## src/rtl/sdram_write_arbiter.sv

```systemverilog
// Two-requester write arbiter in front of the f2h_sdram1 Avalon-MM write port.
// Requester 0 is the clear engine and requester 1 is the rasterizer. Ownership is
// granted per burst, ties are broken round-robin, and a granted burst always runs
// to completion. Every grant is preceded by one IDLE arbitration cycle.
module sdram_write_arbiter #(
  parameter int ADDR_WIDTH  = 29,
  parameter int DATA_WIDTH  = 64,
  parameter int BURST_WIDTH = 8
) (
  input  logic                      clock,
  input  logic                      reset,
  // requester 0 (clear engine)
  input  logic [ADDR_WIDTH-1:0]     m0_address,
  input  logic [BURST_WIDTH-1:0]    m0_burstcount,
  input  logic [DATA_WIDTH-1:0]     m0_writedata,
  input  logic [DATA_WIDTH/8-1:0]   m0_byteenable,
  input  logic                      m0_write,
  output logic                      m0_waitrequest,
  // requester 1 (rasterizer)
  input  logic [ADDR_WIDTH-1:0]     m1_address,
  input  logic [BURST_WIDTH-1:0]    m1_burstcount,
  input  logic [DATA_WIDTH-1:0]     m1_writedata,
  input  logic [DATA_WIDTH/8-1:0]   m1_byteenable,
  input  logic                      m1_write,
  output logic                      m1_waitrequest,
  // f2h_sdram1 write port
  output logic [ADDR_WIDTH-1:0]     sdram_address,
  output logic [BURST_WIDTH-1:0]    sdram_burstcount,
  output logic [DATA_WIDTH-1:0]     sdram_writedata,
  output logic [DATA_WIDTH/8-1:0]   sdram_byteenable,
  output logic                      sdram_write,
  input  logic                      sdram_waitrequest,
  // status
  output logic [1:0]                grant,
  output logic                      busy
);

  typedef enum logic [1:0] {
    IDLE = 2'd0,
    OWN0 = 2'd1,
    OWN1 = 2'd2
  } state_t;

  state_t                 state_q, state_d;
  // Beats still owed after the last accepted one; 0 means the first beat of the
  // current burst has not been accepted yet.
  logic [BURST_WIDTH-1:0] cnt_q, cnt_d;
  // 0 = m0 was granted last, 1 = m1 was granted last.
  logic                   last_grant_q, last_grant_d;

  logic                   own0, own1;
  logic                   accept;
  logic [BURST_WIDTH-1:0] sel_burstcount;
  logic [BURST_WIDTH-1:0] eff_remaining;

  // Reset forces the idle face on the bus even before the state register settles.
  assign own0   = (state_q == OWN0) && !reset;
  assign own1   = (state_q == OWN1) && !reset;
  assign grant  = {own1, own0};
  assign busy   = own0 | own1;
  assign accept = sdram_write & ~sdram_waitrequest;

  // Route the owner straight through to the slave; everyone else is stalled.
  always_comb begin
    // NOTE: every output gets a default first so no path leaves one unassigned (no latches).
    sdram_address    = '0;
    sdram_burstcount = '0;
    sdram_writedata  = '0;
    sdram_byteenable = '0;
    sdram_write      = 1'b0;
    m0_waitrequest   = 1'b1;
    m1_waitrequest   = 1'b1;
    if (own0) begin
      sdram_address    = m0_address;
      sdram_burstcount = m0_burstcount;
      sdram_writedata  = m0_writedata;
      sdram_byteenable = m0_byteenable;
      sdram_write      = m0_write;
      m0_waitrequest   = sdram_waitrequest;
    end else if (own1) begin
      sdram_address    = m1_address;
      sdram_burstcount = m1_burstcount;
      sdram_writedata  = m1_writedata;
      sdram_byteenable = m1_byteenable;
      sdram_write      = m1_write;
      m1_waitrequest   = sdram_waitrequest;
    end
  end

  // Next-state logic: arbitration in IDLE, beat counting while a burst is owned.
  always_comb begin
    state_d        = state_q;
    cnt_d          = cnt_q;
    last_grant_d   = last_grant_q;
    sel_burstcount = (state_q == OWN1) ? m1_burstcount : m0_burstcount;
    // Burstcount is only meaningful on the first beat; a zero is a single beat.
    if (cnt_q == '0) begin
      eff_remaining = (sel_burstcount == '0) ? BURST_WIDTH'(1) : sel_burstcount;
    end else begin
      eff_remaining = cnt_q;
    end
    case (state_q)
      IDLE: begin
        if (m0_write && m1_write) begin
          state_d      = last_grant_q ? OWN0 : OWN1;
          last_grant_d = ~last_grant_q;
        end else if (m0_write) begin
          state_d      = OWN0;
          last_grant_d = 1'b0;
        end else if (m1_write) begin
          state_d      = OWN1;
          last_grant_d = 1'b1;
        end
      end
      OWN0, OWN1: begin
        // A dropped write just leaves the counter alone: ownership is kept.
        if (accept) begin
          if (eff_remaining == BURST_WIDTH'(1)) begin
            state_d = IDLE;
            cnt_d   = '0;
          end else begin
            cnt_d   = eff_remaining - BURST_WIDTH'(1);
          end
        end
      end
      default: begin
        state_d = IDLE;
        cnt_d   = '0;
      end
    endcase
  end

  // State, beat counter and round-robin pointer registers.
  always_ff @(posedge clock) begin
    // NOTE: sequential state uses non-blocking assignments so all flops update together.
    if (reset) begin
      state_q      <= IDLE;
      cnt_q        <= '0;
      last_grant_q <= 1'b1;
    end else begin
      state_q      <= state_d;
      cnt_q        <= cnt_d;
      last_grant_q <= last_grant_d;
    end
  end

endmodule

```

## config.mk

```make
export PLATFORM = sky130hd
export DESIGN_NAME = sdram_write_arbiter
export DESIGN_NICKNAME = d
export VERILOG_FILES = /design/src/rtl/sdram_write_arbiter.sv
export SDC_FILE = /design/constraint.sdc
export NUM_CORES = 1
export LEC_CHECK = 0
export CORE_AREA = 4 4 128 130
export DETAILED_ROUTE_END_ITERATION = 16
export DIE_AREA = 0 0 132 134
export GPL_ROUTABILITY_DRIVEN = 0
export PLACE_DENSITY_LB_ADDON = 0.05
export SLEW_MARGIN = 10
export SYNTH_ARGS = -nofsm -noshare
export SYNTH_HDL_FRONTEND = slang
export SYNTH_SLANG_ARGS = --single-unit
```

## constraint.sdc

```tcl
create_clock -name clock -period 4.18 [get_ports clock]
set_input_delay 0.627 -clock clock [delete_from_list [all_inputs] [get_ports clock]]
set_output_delay 0.627 -clock clock [all_outputs]
set_load 0.01 [all_outputs]
```

==> summary.md, run 1 <==
| Metric | Value |
|---|---|
| Simple-gate portion of the synthesized area | 15.92% |
| CP max-delay cell | clkdlybuf4s50_1 |
| Clock latency on the worst-skew pair | approximately 0.23 ns |
| Post-Syn Area | between 2000 and 2500 um2 |
| Clock Skew | 0.003524 ns |
| Share of the synthesized area in the top cell type | between 40% and 50% |
| Tightest Pin Transition | 0.7024 ns |
| Crit-path max FO | 17 |
| Adder-cell share of the synthesized area | around 3.4% |
| Setup bufs post-CTS | 0 |
| Largest family of logic cells by synthesized area | compound AO/OA/AOI/OAI gates |
| Worst r2r path cells | 11 |
| Initial DRT Pass Iterations | 5 |
| Final Setup Violations | 0 |
| Top post-synthesis cells by area | a22o_1, dfxtp_1, nor2_1, clkbuf_1, ha_1 |
| Final Hold Fails | 0 |
| Mapped Avg Cell Area | 7.719 um2 |
| Post-synthesis sequential area ratio | between 10% and 20% |
| Nets | just over 800 |
| Hold WS | slightly below 0.5 ns |
| Post-detailed-route via-to-cell ratio | approximately 4.8 |
| # IOs | 338 |
| DRC viols | 0 |
| Die area | roughly 18000 um2 |
| Min-delay worst type | reg2reg |
| GR Overflow Total | 0 |
| P&R area growth vs syn | 167.0% |
| Slew Limit Fails | 0 |
| Async set-reset flop share out of synthesis | 0% |
| Max Root-Sink Buffers | 2 |
| Critical Path RT | 3.55 ns |
| Register bit count reported by yosys | 11 |
| Pwr dens | ~440 nW/um2 |
| Crit path buffers/inverters | 3 |
| FF-to-FF Start | state_q[0]$_SDFFE_PP0P_ |
| Post-route ant nets | 0 |
| Synth cell types | 53 |
| Slew HR | 53.17% |
| Number of global-route vias before repair | 3845 |
| Compound-Gate Fraction of Synth Area | 56.85% |
| Largest net degree at the start of global routing | between 80 and 90 |
| Delay-heaviest family, CP | buffers and inverters |
| Drt total wl | ~23000 um |
| Max_cap viols | 0 |
| Post-synth top area cell | a22o_1 |
| Die Wd | about 130 um |
| Most common cell in the synthesized netlist | a22o_1 |
| Critical Path Stages | 6 |
| I/O Buffers | roughly 340 |
| Minimum clock period | approximately 3.6 ns |
| H-tree depth | 1 |
| Outcome | finished, final reports clean |
| Setup TNS | 0 ns |
| Endpoint type of the worst setup path | primary output |
| Hpwl dp | about 20000 um |
| Post-synth EDFFs | 0 |
| Root Driver | clkbuf_16 |
| FP Rows | 45 |
| Mux contribution to synthesized area | under 10% |
| R2R Setup Slk | 1.10 ns |
| CTS tree | done |
| Reg clk slew, reported paths | about 0.040 ns |
| Peak VDD IR | roughly 0.36 mV |
| Hold Buf Count CTS | 0 |
| Cells after Synth | 284 |
| CP arrival | approximately 2.9 ns |
| Critical Path Source | reset |
| Synth Area in XOR/XNOR | 1.199% |
| Worst R2R End | cnt_q[5]$_SDFFE_PP0P_ |
| WL/cell | about 29 um |
| Mapped Nets | 513 |
| Post-synth top flop | dfxtp_1 |
| Post-layout util | ~39% |
| Core area | 15150 um2 |
| Crit path to | sdram_writedata[63] |
| Cts repair resizes | 0 |
| Part of the cycle the worst path needs | 85.04% |
| Via count of the routed design | between 3000 and 4000 |
| DRT iter0 DRCs | between 300 and 400 |
| Worst-path cell chain | clkdlybuf4s50_1 -> nand2b_1 -> nor2_4 -> buf_4 -> a22o_1 -> clkdlybuf4s50_1 |
| Tot GR Track Use | between 20% and 30% |
| First-pass GRT wire length | around 30000 um |
| Cell mode on critical path | clkdlybuf4s50_1 |
| RSZ-0062 raised after global routing | false |
| Max Freq | between 200 and 300 MHz |
| Post-place setup slack | approximately 0.63 ns |
| Yosys Warn Count | 0 |
| CP Launch Type | input pin |
| Leakage dissipation | 0.002157 uW |
| Final critical-path setup slack | roughly 0.63 ns |
| TritonCTS Buffers | 3 |
| Crit-path max cell delay | around 0.63 ns |
| Crit Path Class | in2out |
| Initial Util | between 10 and 15% |
| Clock sinks | 11 |
| Initial antenna violation count | 2 |
| Die Y | between 100 and 150 um |
| Commonest cells post-synth | a22o_1, nor2_1, clkbuf_1 |
| Share of cells above drive strength 1 | ~4.8% |
-- state kept, by name, summed over array words and instances, names as in the netlist --
register      count
last_grant_q      1
state_q           2
cnt_q             8
-- worst min path at each step --
stage                            startpoint                 endpoint  slack (ns)  cells past startpoint
floorplan           state_q[0]$_SDFFE_PP0P_  state_q[0]$_SDFFE_PP0P_        0.46                      1
global placement    state_q[0]$_SDFFE_PP0P_  state_q[0]$_SDFFE_PP0P_        0.48                      1
detailed placement  state_q[0]$_SDFFE_PP0P_  state_q[0]$_SDFFE_PP0P_        0.49                      1
CTS                 state_q[0]$_SDFFE_PP0P_  state_q[0]$_SDFFE_PP0P_        0.50                      1
global route        state_q[0]$_SDFFE_PP0P_  state_q[0]$_SDFFE_PP0P_        0.52                      1
finish              state_q[0]$_SDFFE_PP0P_  state_q[0]$_SDFFE_PP0P_        0.49                      1
-- cell type report --
| class | instances | area [um2] |
|---|---|---|
| Tap cell | 188 | 235.2 |
| Fill cell | 1542 | 9293 |
| Multi-Input combinational cell | 235 | 1818 |
| Clock inverter | 1 | 5.005 |
| Sequential cell | 11 | 220.2 |
| Antenna cell | 4 | 10.01 |
| Inverter | 7 | 26.28 |
| Clock buffer | 3 | 75.07 |
| Timing Repair Buffer | 344 | 3463 |
-- metrics by stage --
stage / area (um2) / power, uW / cells
after global routing: 5843 / 2768 / 789
after CTS: 5843 / 2584 / 789
final: 5853 / 2576 / 793
after detailed placement: 5763 / 2384 / 785
after global placement: 5763 / 2415 / 785
after floorplan: 2192 / 1382 / 284
-- placed cells by master (no fill, tap or decap), drive strengths merged, types with 2 or more instances in the layout --
cell	synthesis	final
buf	4	7
mux2	5	5
nand3	2	2
a211oi	3	3
mux2i	5	5
xor2	2	2
o21ai	7	7
a22oi	2	2
a2bb2oi	4	4
or2	2	2
nand2	11	11
a22o	103	103
clkdlybuf4s50	1	337
nand2b	3	3
nor3b	2	2
nor2	30	30
dfxtp	11	11
diode	0	4
o2bb2ai	4	4
a21o	2	2
ha	6	6
nor3	3	3
nor4	4	4
or4	2	2
clkbuf	26	3
a21oi	12	12
inv	7	7
a31oi	4	4
-- report_power, final --
group	leakage, uW	total [uW]	internal [uW]	switching, uW
Sequential	0.0000895	192	142	49.7
Combinational	0.00203	2210	1130	1080
Clock	0.0000409	172	126	45.4
Total	0.00216	2580	1400	1180
-- layer usage --
metal	routed length [um]	track usage, %
met3	3045	12.57
met1	9853	31.68
met2	9731	35.92
met4	69	0.7585
met5	21	0
-- cell families after synthesis --
family | count (synthesis)
xor gates and xnor gates | 3
and+or+nand+nor | 66
muxes | 10
buffers and inverters | 38
AOI/OAI and AO/OA | 150
DFF | 11
adders and majority gates | 6
No activity file was read; power rests on OpenSTA's default activity.
==> inputs of run 2 (changes only) <==
--- a/config.mk
+++ b/config.mk
@@ -6,6 +6,7 @@
 export NUM_CORES = 1
 export LEC_CHECK = 0
 export CORE_AREA = 4 4 128 130
+export CTS_BUF_LIST = sky130_fd_sc_hd__clkbuf_4 sky130_fd_sc_hd__clkbuf_8 sky130_fd_sc_hd__clkbuf_16
 export DETAILED_ROUTE_END_ITERATION = 16
 export DIE_AREA = 0 0 132 134
 export GPL_ROUTABILITY_DRIVEN = 0
==> results of run 2 <==
No change in the layout: final DEF, timing and power equal those of run 1.
